[src/rtl/memory_arbiter.sv]
// memory_arbiter: responder side of the cache/memory control interface.
// Arbitrates icache fetch misses and dcache read/write requests onto a
// single RAM port, one access in flight at a time.
// Optional feature: define ARB_ROUND_ROBIN_EN to alternate the winner of
// simultaneous requests; otherwise the data side always wins ties.

module memory_arbiter #(
    parameter int unsigned TIMEOUT = 255
) (
    input  logic        CLK,
    input  logic        nRST,
    // icache side
    input  logic        iREN,
    input  logic [31:0] iaddr,
    output logic        iwait,
    output logic [31:0] iload,
    // dcache side
    input  logic        dREN,
    input  logic        dWEN,
    input  logic [31:0] daddr,
    input  logic [31:0] dstore,
    output logic        dwait,
    output logic [31:0] dload,
    // RAM side
    output logic        ramREN,
    output logic        ramWEN,
    output logic [31:0] ramaddr,
    output logic [31:0] ramstore,
    input  logic [31:0] ramload,
    input  logic        ramready,
    // status
    output logic        timeout_err
);

    typedef enum logic [1:0] {
        IDLE,
        IACC,
        DACC
    } state_t;

    localparam int unsigned TW = $clog2(TIMEOUT + 1);
    localparam int unsigned CW = (TW > 8) ? TW : 8;
    localparam logic [31:0] TIMEOUT_WORD = 32'hBAD1_BAD1;

    state_t          state;
    logic [CW-1:0]   count;

    logic            d_req;
    logic            grant_d;
    logic            grant_i;
    logic            i_active;
    logic            d_active;
    logic            tmo_hit;
    logic            i_done;
    logic            d_done;

`ifdef ARB_ROUND_ROBIN_EN
    // 1 = data side was granted most recently, 0 = instruction side
    logic            last_d;
`endif

    // Request decode, arbitration and completion detection
    always_comb begin
        d_req    = dREN | dWEN;
`ifdef ARB_ROUND_ROBIN_EN
        grant_d  = d_req && (!iREN || !last_d);
`else
        grant_d  = d_req;
`endif
        grant_i  = iREN && !grant_d;
        // A granted side that has dropped its request is treated as aborted
        i_active = (state == IACC) && iREN;
        d_active = (state == DACC) && d_req;
        tmo_hit  = (count == CW'(TIMEOUT)) && !ramready;
        i_done   = i_active && (ramready || tmo_hit);
        d_done   = d_active && (ramready || tmo_hit);
    end

    // Arbiter FSM, access-cycle counter and sticky timeout flag
    always_ff @(posedge CLK or negedge nRST) begin
        if (!nRST) begin
            state       <= IDLE;
            count       <= '0;
            timeout_err <= 1'b0;
`ifdef ARB_ROUND_ROBIN_EN
            last_d      <= 1'b0;
`endif
        end else begin
            case (state)
                IDLE: begin
                    count <= '0;
                    if (grant_d) begin
                        state  <= DACC;
`ifdef ARB_ROUND_ROBIN_EN
                        last_d <= 1'b1;
`endif
                    end else if (grant_i) begin
                        state  <= IACC;
`ifdef ARB_ROUND_ROBIN_EN
                        last_d <= 1'b0;
`endif
                    end
                end
                IACC: begin
                    if (!ramready) begin
                        count <= count + 1'b1;
                    end
                    if (!i_active || i_done) begin
                        state <= IDLE;
                    end
                    if (i_done && tmo_hit) begin
                        timeout_err <= 1'b1;
                    end
                end
                DACC: begin
                    if (!ramready) begin
                        count <= count + 1'b1;
                    end
                    if (!d_active || d_done) begin
                        state <= IDLE;
                    end
                    if (d_done && tmo_hit) begin
                        timeout_err <= 1'b1;
                    end
                end
                default: begin
                    state <= IDLE;
                    count <= '0;
                end
            endcase
        end
    end

    // RAM strobes and requester responses, combinational so that completion
    // and abort take effect within the current access cycle
    always_comb begin
        ramREN   = 1'b0;
        ramWEN   = 1'b0;
        ramaddr  = '0;
        ramstore = '0;
        iwait    = 1'b1;
        dwait    = 1'b1;
        iload    = '0;
        dload    = '0;
        if (i_active) begin
            ramREN  = 1'b1;
            ramaddr = iaddr;
            if (i_done) begin
                iwait = 1'b0;
                iload = tmo_hit ? TIMEOUT_WORD : ramload;
            end
        end
        if (d_active) begin
            ramREN   = dREN;
            ramWEN   = dWEN;
            ramaddr  = daddr;
            ramstore = dstore;
            if (d_done) begin
                dwait = 1'b0;
                if (tmo_hit) begin
                    dload = TIMEOUT_WORD;
                end else if (dREN) begin
                    dload = ramload;
                end
            end
        end
    end

endmodule

[config.mk]
export PLATFORM = sky130hd
export DESIGN_NAME = memory_arbiter
export DESIGN_NICKNAME = d
export VERILOG_FILES = /design/src/rtl/memory_arbiter.sv
export SDC_FILE = /design/constraint.sdc
export NUM_CORES = 1
export LEC_CHECK = 0
export BUFFER_PORTS_ARGS = -buffer_cell sky130_fd_sc_hd__clkbuf_2
export CAP_MARGIN = 20
export CORE_AREA = 2 2 105 107
export CTS_CLUSTER_DIAMETER = 60
export DETAILED_ROUTE_END_ITERATION = 12
export DIE_AREA = 0 0 107 109
export GPL_TIMING_DRIVEN = 0
export SLEW_MARGIN = 10
export SYNTH_ARGS = -nofsm -noshare
export SYNTH_HDL_FRONTEND = slang
export SYNTH_SLANG_ARGS = --single-unit
[constraint.sdc]
create_clock -name CLK -period 2.9 [get_ports CLK]
set_clock_uncertainty 0.15 [all_clocks]
set_input_delay 0.58 -clock CLK [delete_from_list [all_inputs] [get_ports CLK]]
set_output_delay 0.58 -clock CLK [all_outputs]
set_load 0.05 [all_outputs]
## Word-level counts from Yosys, hierarchy flattened

Index checks and enable logic that the tools add are counted.

- Register bits after elaboration: 11
- Input port bits: 134
- Output and inout bits: 133
- Logic and storage cells: 61

- Add/subtract/negate cells: 1
- Eq/ne operators: 9
- Muxes and demuxes: 27
- Bitwise logic cells: 1
- Reductions and logical operators: 20

Operators by type and width:

| operator | count |
|---|---|
| 2-to-1 mux 32 bit | 10 |
| 2-to-1 mux 8 bit | 2 |
| 2-to-1 mux 1 bit | 9 |
| adder 8 x 1 -> 8 bit, second input constant | 1 |
| == test 8 bit, second input constant | 1 |
| logical AND 1 bit | 8 |
| 2-to-1 mux 2 bit | 4 |
| inequality test 2 x 1 -> 1 bit, second input constant | 4 |
| one-hot mux 2 bit (3 select lines) | 1 |
| AND reduction 3 bit | 2 |
| logical NOT 1 bit | 4 |
| logical OR 1 bit | 3 |
| inequality test 3 bit, second input constant | 1 |
| == test 2 x 1 -> 1 bit, second input constant | 1 |
| == test 2 bit, second input constant | 1 |
| logical NOT 2 bit | 1 |
| inequality test 2 bit, second input constant | 1 |
| one-hot mux 1 bit (2 select lines) | 1 |
| nonzero test 2 bit | 1 |
| OR reduction 2 bit | 1 |
| bitwise OR 1 bit | 1 |

## Longest topological paths before layout

Gate-level depths: netlist of run 1.

- Depth in word-level cells: 7
- Depth in mapped cells: 8
- Depth with buffers taken out: 6

## Worst setup path after synthesis of run 1

OpenSTA, ideal clock, no wires.

- Path kind: reg2out
- Start point: reg state[0]
- End point: out ramREN
- Data arrival time: 2.060 ns
- Required time: 2.170 ns
- Setup slack: 0.110 ns
- Stages on the path, launching flop included: 6
- Buffers on the path: 1
- Cell sequence: dfrtp_1 > inv_1 > ha_1 > nor2b_1 > clkbuf_1 > o21ai_0

- Word-level cells in the longest chain between the ends: 4
- Elaborated cells between the ends (all ways): 6
- Those cells by class: eq/ne: 2; mux: 2; reduce/logical: 2

RTL lines:

| what | RTL line | source |
|---|---|---|
| start, declared | 45 | `state_t state;` |
| start signal, assigned | 82 | `state <= IDLE;` |
| start signal, assigned | 93 | `state <= DACC;` |
| start signal, assigned | 98 | `state <= IACC;` |
| == test 2 x 1 -> 1 bit | 72 | `i_active = (state == IACC) && iREN;` |
| logical AND 1 bit | 72 |  |
| 2-to-1 mux 1 bit | 145 | `if (i_active) begin` |
| 2-to-1 mux 1 bit (*) | 153 | `if (d_active) begin` |
| end, declared | 25 | `output logic ramREN,` |

Every way passes the cells marked *; elsewhere a longest branch is shown, timed or not.

## Worst setup path in the final report of run 1

- Start point: reg count[0]
- End point: out iload[28]

- Word-level cells in the longest chain between the ends: 6
- Elaborated cells between the ends (all ways): 7
- Those cells by class: eq/ne: 1; mux: 3; reduce/logical: 3

RTL lines:

| what | RTL line | source |
|---|---|---|
| start, declared | 46 | `logic [CW-1:0] count;` |
| start signal, assigned | 106 | `count <= count + 1'b1;` |
| start signal, assigned | 117 | `count <= count + 1'b1;` |
| == test 8 bit (*) | 74 | `tmo_hit = (count == CW'(TIMEOUT)) && !ramready;` |
| logical AND 1 bit (*) | 74 |  |
| logical OR 1 bit | 75 | `i_done = i_active && (ramready \|\| tmo_hit);` |
| logical AND 1 bit | 75 |  |
| 2-to-1 mux 32 bit (*) | 148 | `if (i_done) begin` |
| 2-to-1 mux 32 bit (*) | 145 |  |
| end, declared | 16 | `output logic [31:0] iload,` |

Marks and branches as above.

==> results of run 1 <==
==> synthesized netlist by cell type, drive strengths merged <==
master and number:
a21boi 1, a21o 35, a21oi 3, a221oi 1
a2bb2oi 1, a31o 1, and2 55, and3 16
and4 1, buf 8, clkbuf 16, dfrtp 11
ha 4, inv 6, mux2i 1, nand2 69
nand2b 1, nand3 33, nand3b 1, nand4b 2
nor2 3, nor2b 4, nor3 2, o21ai 7
o22ai 1, or3 1, xnor2 5, xor2 1
==> sequential cells by signal, summed over array words and instances, names as in the netlist <==
signal	cells
timeout_err	1
state	2
count	8
==> placed cells by master, fill, tap and decap left out, types with 3 or more instances in the layout <==
| cell type | instances |
|---|---|
| a21o_1 | 26 |
| nand3_1 | 33 |
| buf_4 | 6 |
| nand2_1 | 69 |
| and2_1 | 54 |
| buf_2 | 15 |
| clkbuf_1 | 5 |
| clkbuf_4 | 18 |
| and3_1 | 15 |
| inv_1 | 5 |
| clkbuf_8 | 3 |
| clkbuf_2 | 247 |
| dfrtp_1 | 11 |
| a21o_2 | 8 |
| xnor2_1 | 5 |
| o21ai_0 | 6 |
==> critical path, stage by stage (launching register included) <==
cell and delay, ns:
dfrtp_1 0.41, ha_2 0.22, and4_4 0.19, a21o_4 0.23, and2_4 0.14, buf_8 0.13, buf_12 0.13, a21o_1 0.17
clkbuf_2 0.23
==> routing by layer <==
layer | global-route usage [%] | wire, um | part of all wire (%)
met2 | 27.3 | 4900 | 52
met1 | 17.4 | 3830 | 41
met4 | 2.50 | 56 | 0.59
met3 | 0.956 | 653 | 6.9
met5 | 0 | 0 | 0
==> worst max path at each step <==
| stage | startpoint | end | slack (ns) |
|---|---|---|---|
| CTS | dREN | ramaddr[28] | 0.0004 |
| finish | count[0] | iload[28] | 0.06 |
| detailed placement | iREN | ramaddr[18] | -0.08 |
| global route | state[0] | ramaddr[12] | -0.002 |
| floorplan | state[0] | ramREN | 0.11 |
| global placement | iREN | ramaddr[28] | -0.04 |
==> per-stage QoR <==
step	util, %	area, um^2
6_report	34.0	3610
5_1_grt	34.0	3610
4_1_cts	33.2	3520
3_5_place_dp	32.5	3440
3_3_place_gp	32.5	3440
2_1_floorplan	-	1940
==> power groups by stage <==
stage               clock, mW  sequential [mW]  combinational (mW)
floorplan                   0            0.191                1.60
global placement            0            0.194                2.13
detailed placement          0            0.195                2.14
CTS                     0.157            0.193                2.17
global route            0.170            0.199                2.33
finish                  0.156            0.196                2.20
==> final cells by class <==
| type | count | area share (%) |
|---|---|---|
| inverters | 6 | 0.694 |
| well taps | 140 | 4.86 |
| flip-flops and latches | 11 | 7.63 |
| repair buffers | 270 | 38.6 |
| plain buffers | 24 | 4.79 |
| multi-input cells | 249 | 42.2 |
| clock buffers | 4 | 1.25 |
==> what timing repair did <==
| action | in CTS | in global routing |
|---|---|---|
| resized for setup | 17 | 48 |
| pin swaps | 0 | 1 |
| endpoints found under the setup margin | 80 | 71 |
| setup buffers | 0 | 4 |
==> cells by family after synthesis <==
family	count (synthesis)	share of synthesized area (%)
AND/OR/NAND/NOR	188	51.9
AO/OA/AOI/OAI	50	19.5
buffers and inverters	30	8.53
flip-flops	11	14.2
XOR/XNOR	6	2.71
adder cells (fa/ha/maj)	4	2.58
multiplexers	1	0.517
==> flow_metrics.env, run 1 <==
export IMPL_crit_type="reg -> out"
export IMPL_numCtsBuffers=3
export IMPL_p_comb_share_pct=86.2
export IMPL_synth_largest_area_cell="and2_1"
export IMPL_finalSetupTns_ns=0
export IMPL_period_share_pct=97.8
export IMPL_via_per_inst=4.35
export IMPL_start_kind="register"
export IMPL_cts_tree="yes"
export IMPL_dp_cells=696
export IMPL_row_count=38
export IMPL_ys_seq_elements=11
export IMPL_clock_latency_ns=0.24
export IMPL_diodes=0
export IMPL_final_seq_area_um2=275
export IMPL_coreArea_um2=10600
export IMPL_area_growth_pct=86.2
export IMPL_drt_iter0_drc=115
export IMPL_cp_end_kind="output port"
export IMPL_yosys_warnings=0
export IMPL_first_global_vias=2645
export IMPL_timing_final_ws_setup_ns=0.0634
export IMPL_hp_class="in -> async"
export IMPL_syn_nets=428
export IMPL_finalNonFillerCells=704
export IMPL_clockBufferDepth=2
export IMPL_synth_area_um2=1940
export IMPL_reg2reg_slack_ns=1.00
export IMPL_relSlewSlack_pct=65.2
export IMPL_synth_area_leaders="and2_1 (17%), dfrtp_1 (14%), nand2_1 (13%), a21o_1 (10%), nand3_1 (8.5%)"
export IMPL_path_clk_slew_ns=0.05
export IMPL_slew_viol_final=0
export IMPL_wl_per_cell_um=13.4
export IMPL_routed_wl_mm=9.43
export IMPL_fillerInstances=1144
export IMPL_worstPathArrival_ns=2.11
export IMPL_powerDensity_nw_per_um2=708
export IMPL_max_freq_ghz=0.353
export IMPL_status="finished clean"
export IMPL_cap_violations=0
export IMPL_setup_violations=0
export IMPL_multi_input_area_um2=1520
export IMPL_r2r_start="state[0]"
export IMPL_h_tree_depth=1
export IMPL_dp_hpwl_mm=7.88
export IMPL_p_seq_share_pct=7.7
export IMPL_placement_setup_worst_slack_ns=-0.0849
export IMPL_ys_types=41
export IMPL_drcViolationCount=0
export IMPL_p_int_mw=0.834
export IMPL_post_route_min_period_ns=2.84
export IMPL_die_y_um=109
export IMPL_start_util_pct=18.3
export IMPL_grt_total_usage_pct=14.1
export IMPL_die_x_um=107
export IMPL_dieArea_um2=11700
export IMPL_switchingPower_mw=1.72
export IMPL_r2r_end="state[0]"
export IMPL_r2r_cells=6
export IMPL_seq_area_frac_synth_pct=14.2
export IMPL_grt_max_degree=12
export IMPL_swShare_pct=67.3
export IMPL_ant_nets=0
export IMPL_synth_cells=290
export IMPL_gp_congestion=0.766
export IMPL_power_leakage_nw=2.50
export IMPL_cp_max_fo=10
export IMPL_worst_pin_slew_ns=0.523
export IMPL_antenna_found_initial=0
export IMPL_power_frac_clock_pct=6.1
export IMPL_synth_top_area_share_pct=17.4
export IMPL_cts_sinks=11
export IMPL_totalPowerFinal_mw=2.55
export IMPL_critPathRequiredTime_ns=2.17
export IMPL_drive_above_1_share_pct=56.0
export IMPL_finalNetCount=703
export IMPL_cts_hold_buf=0
export IMPL_grt_overflow_total=0
export IMPL_drtPass1Iterations=4
export IMPL_port_buffers=266
export IMPL_grt_pass1_wl_mm=13.2
export IMPL_hold_viol_final=0
export IMPL_fin_hold_ws_ns=0.0585
export IMPL_clockRootBuffer="clkbuf_8"
export IMPL_vias=3061
export IMPL_io_pins=267
export IMPL_avgSynthCellArea_um2=6.68
export IMPL_ir_worst_vdd_v=0.000455
No activity file was read; power rests on OpenSTA's default activity.
==> inputs of run 2 (changes only) <==
--- a/config.mk
+++ b/config.mk
@@ -8,10 +8,12 @@
 export BUFFER_PORTS_ARGS = -buffer_cell sky130_fd_sc_hd__clkbuf_2
 export CAP_MARGIN = 20
 export CORE_AREA = 2 2 105 107
+export CTS_BUF_LIST = sky130_fd_sc_hd__clkbuf_4 sky130_fd_sc_hd__clkbuf_8 sky130_fd_sc_hd__clkbuf_16
 export CTS_CLUSTER_DIAMETER = 60
 export DETAILED_ROUTE_END_ITERATION = 12
 export DIE_AREA = 0 0 107 109
 export GPL_TIMING_DRIVEN = 0
+export SKIP_CTS_REPAIR_TIMING = 1
 export SLEW_MARGIN = 10
 export SYNTH_ARGS = -nofsm -noshare
 export SYNTH_HDL_FRONTEND = slang
==> run 2 against run 1 <==
Clock power is 4% higher. Non-clock buffer count stayed put. Critical path depth stayed put. Critical path type unchanged. Die area stayed put. Cell count stayed put. Combinational power hardly changed. Hold slack better by 0.0043 ns. Sequential share of layout area hardly changed. Core utilization is 0.071 points higher.
==> flow_metrics.env, run 2 (synthesized netlist as in run 1, its figures left out) <==
export IMPL_clockBufferDepth=2
export IMPL_first_global_vias=2641
export IMPL_clock_latency_ns=0.24
export IMPL_reg2reg_slack_ns=0.98
export IMPL_clockRootBuffer="clkbuf_8"
export IMPL_ir_worst_vdd_v=0.000429
export IMPL_coreArea_um2=10600
export IMPL_path_clk_slew_ns=0.05
export IMPL_diodes=0
export IMPL_stdcell_area_um2=3610
export IMPL_powerDensity_nw_per_um2=710
export IMPL_h_tree_depth=1
export IMPL_drcViolationCount=0
export IMPL_cap_violations=0
export IMPL_dieArea_um2=11700
export IMPL_worstPathArrival_ns=2.10
export IMPL_port_buffers=266
export IMPL_cp_max_fo=10
export IMPL_setup_violations=0
export IMPL_slew_viol_final=0
export IMPL_placed_cell_area_um2=3440
export IMPL_hold_viol_final=0
export IMPL_max_freq_ghz=0.353
export IMPL_grt_overflow_total=0
export IMPL_fillerInstances=1140
export IMPL_timing_final_ws_setup_ns=0.0657
export IMPL_largest_reg_flops=8
export IMPL_power_leakage_nw=2.51
export IMPL_finalNetCount=703
export IMPL_die_x_um=107
export IMPL_grt_pass1_wl_mm=13.1
export IMPL_relSlewSlack_pct=64.0
export IMPL_routed_wl_mm=9.48
export IMPL_die_y_um=109
export IMPL_hp_class="in -> async"
export IMPL_final_common_cell="clkbuf_2"
export IMPL_regMostFlops="count"
export IMPL_wl_per_cell_um=13.5
export IMPL_period_share_pct=97.7
export IMPL_drive_above_1_share_pct=56.0
export IMPL_antenna_found_initial=0
export IMPL_cp_end_kind="output port"
export IMPL_numCtsBuffers=3
export IMPL_drt_iter0_drc=112
export IMPL_cts_sinks=11
export IMPL_grt_total_usage_pct=14.1
export IMPL_dp_hpwl_mm=7.88
export IMPL_r2r_end="state[0]"
export IMPL_post_route_min_period_ns=2.83
export IMPL_area_growth_pct=86.6
export IMPL_mostFrequentLayoutCells="clkbuf_2 (233), nand2_1 (69), and2_1 (54)"
export IMPL_worst_pin_slew_ns=0.539
export IMPL_io_pins=267
export IMPL_drtPass1Iterations=4
export IMPL_critPathRequiredTime_ns=2.17
export IMPL_start_util_pct=18.3
export IMPL_r2r_cells=6
export IMPL_vias=3076
export IMPL_start_kind="register"
export IMPL_crit_type="reg -> out"
export IMPL_via_per_inst=4.37
export IMPL_grt_max_degree=12
export IMPL_reg_largest_list="count (8), state (2), timeout_err (1)"
export IMPL_cts_tree="yes"
export IMPL_status="finished clean"
export IMPL_ant_nets=0
export IMPL_gp_congestion=0.766
export IMPL_placement_setup_worst_slack_ns=-0.0849
export IMPL_row_count=38
export IMPL_r2r_start="state[0]"
==> run 2: cell count changes in the layout (fill, tap and decap cells not counted), sizes merged <==
cell | before | now
buf | 25 | 35
clkbuf | 273 | 263
==> run 2: worst max path at each step <==
stage	startpoint	to	slack, ns	cells past startpoint
floorplan	state[0]	ramREN	0.11	5
global placement	iREN	ramaddr[28]	-0.04	7
detailed placement	iREN	ramaddr[18]	-0.08	7
CTS	state[1]	ramaddr[18]	-0.32	8
global route	state[0]	ramaddr[3]	-0.003	8
finish	count[0]	iload[23]	0.07	8
==> run 2: through the flow <==
| stage | power [mW] | hold slack [ns] | util, % | TNS (ns) | instances |
|---|---|---|---|---|---|
| floorplan | 1.79 | 0.134 | - | 0 | 290 |
| global placement | 2.32 | 0.307 | 32.5 | -0.409 | 696 |
| detailed placement | 2.34 | 0.312 | 32.5 | -1.58 | 696 |
| CTS | 2.51 | 0.0684 | 32.9 | -13.84 | 700 |
| global route | 2.72 | 0.0677 | 34.1 | -0.00442 | 704 |
| finish | 2.56 | 0.0628 | 34.1 | 0 | 704 |
==> run 2: worst max-delay path, stage by stage, from the launching register on <==
cell and delay, ns:
dfrtp_1 0.41, ha_2 0.23, and4_4 0.19, a21o_4 0.23, and2_4 0.14, buf_8 0.13, buf_12 0.13, a21o_1 0.17
clkbuf_2 0.23
==> run 2: report_power, final <==
part	total [mW]	switching (mW)	internal, mW
clock	0.163	0.0571	0.106
combinational	2.20	1.64	0.565
sequential	0.196	0.0201	0.176
==> run 2: area by class of cell <==
| class | count | area, um^2 | area share (%) |
|---|---|---|---|
| plain buffers | 24 | 171 | 4.74 |
| clock buffers | 4 | 48.8 | 1.35 |
| inverters | 6 | 25.0 | 0.693 |
| multi-input cells | 249 | 1520 | 42.1 |
| flip-flops and latches | 11 | 275 | 7.62 |
| well taps | 140 | 175 | 4.85 |
| repair buffers | 270 | 1400 | 38.6 |
==> run 2: per-layer routing <==
metal / wire, um / share of wire (%) / global-route usage (%)
met5: 0 / 0 / 0
met4: 35 / 0.37 / 2.23
met3: 820 / 8.6 / 1.20
met1: 3710 / 39 / 17.3
met2: 4920 / 52 / 27.1
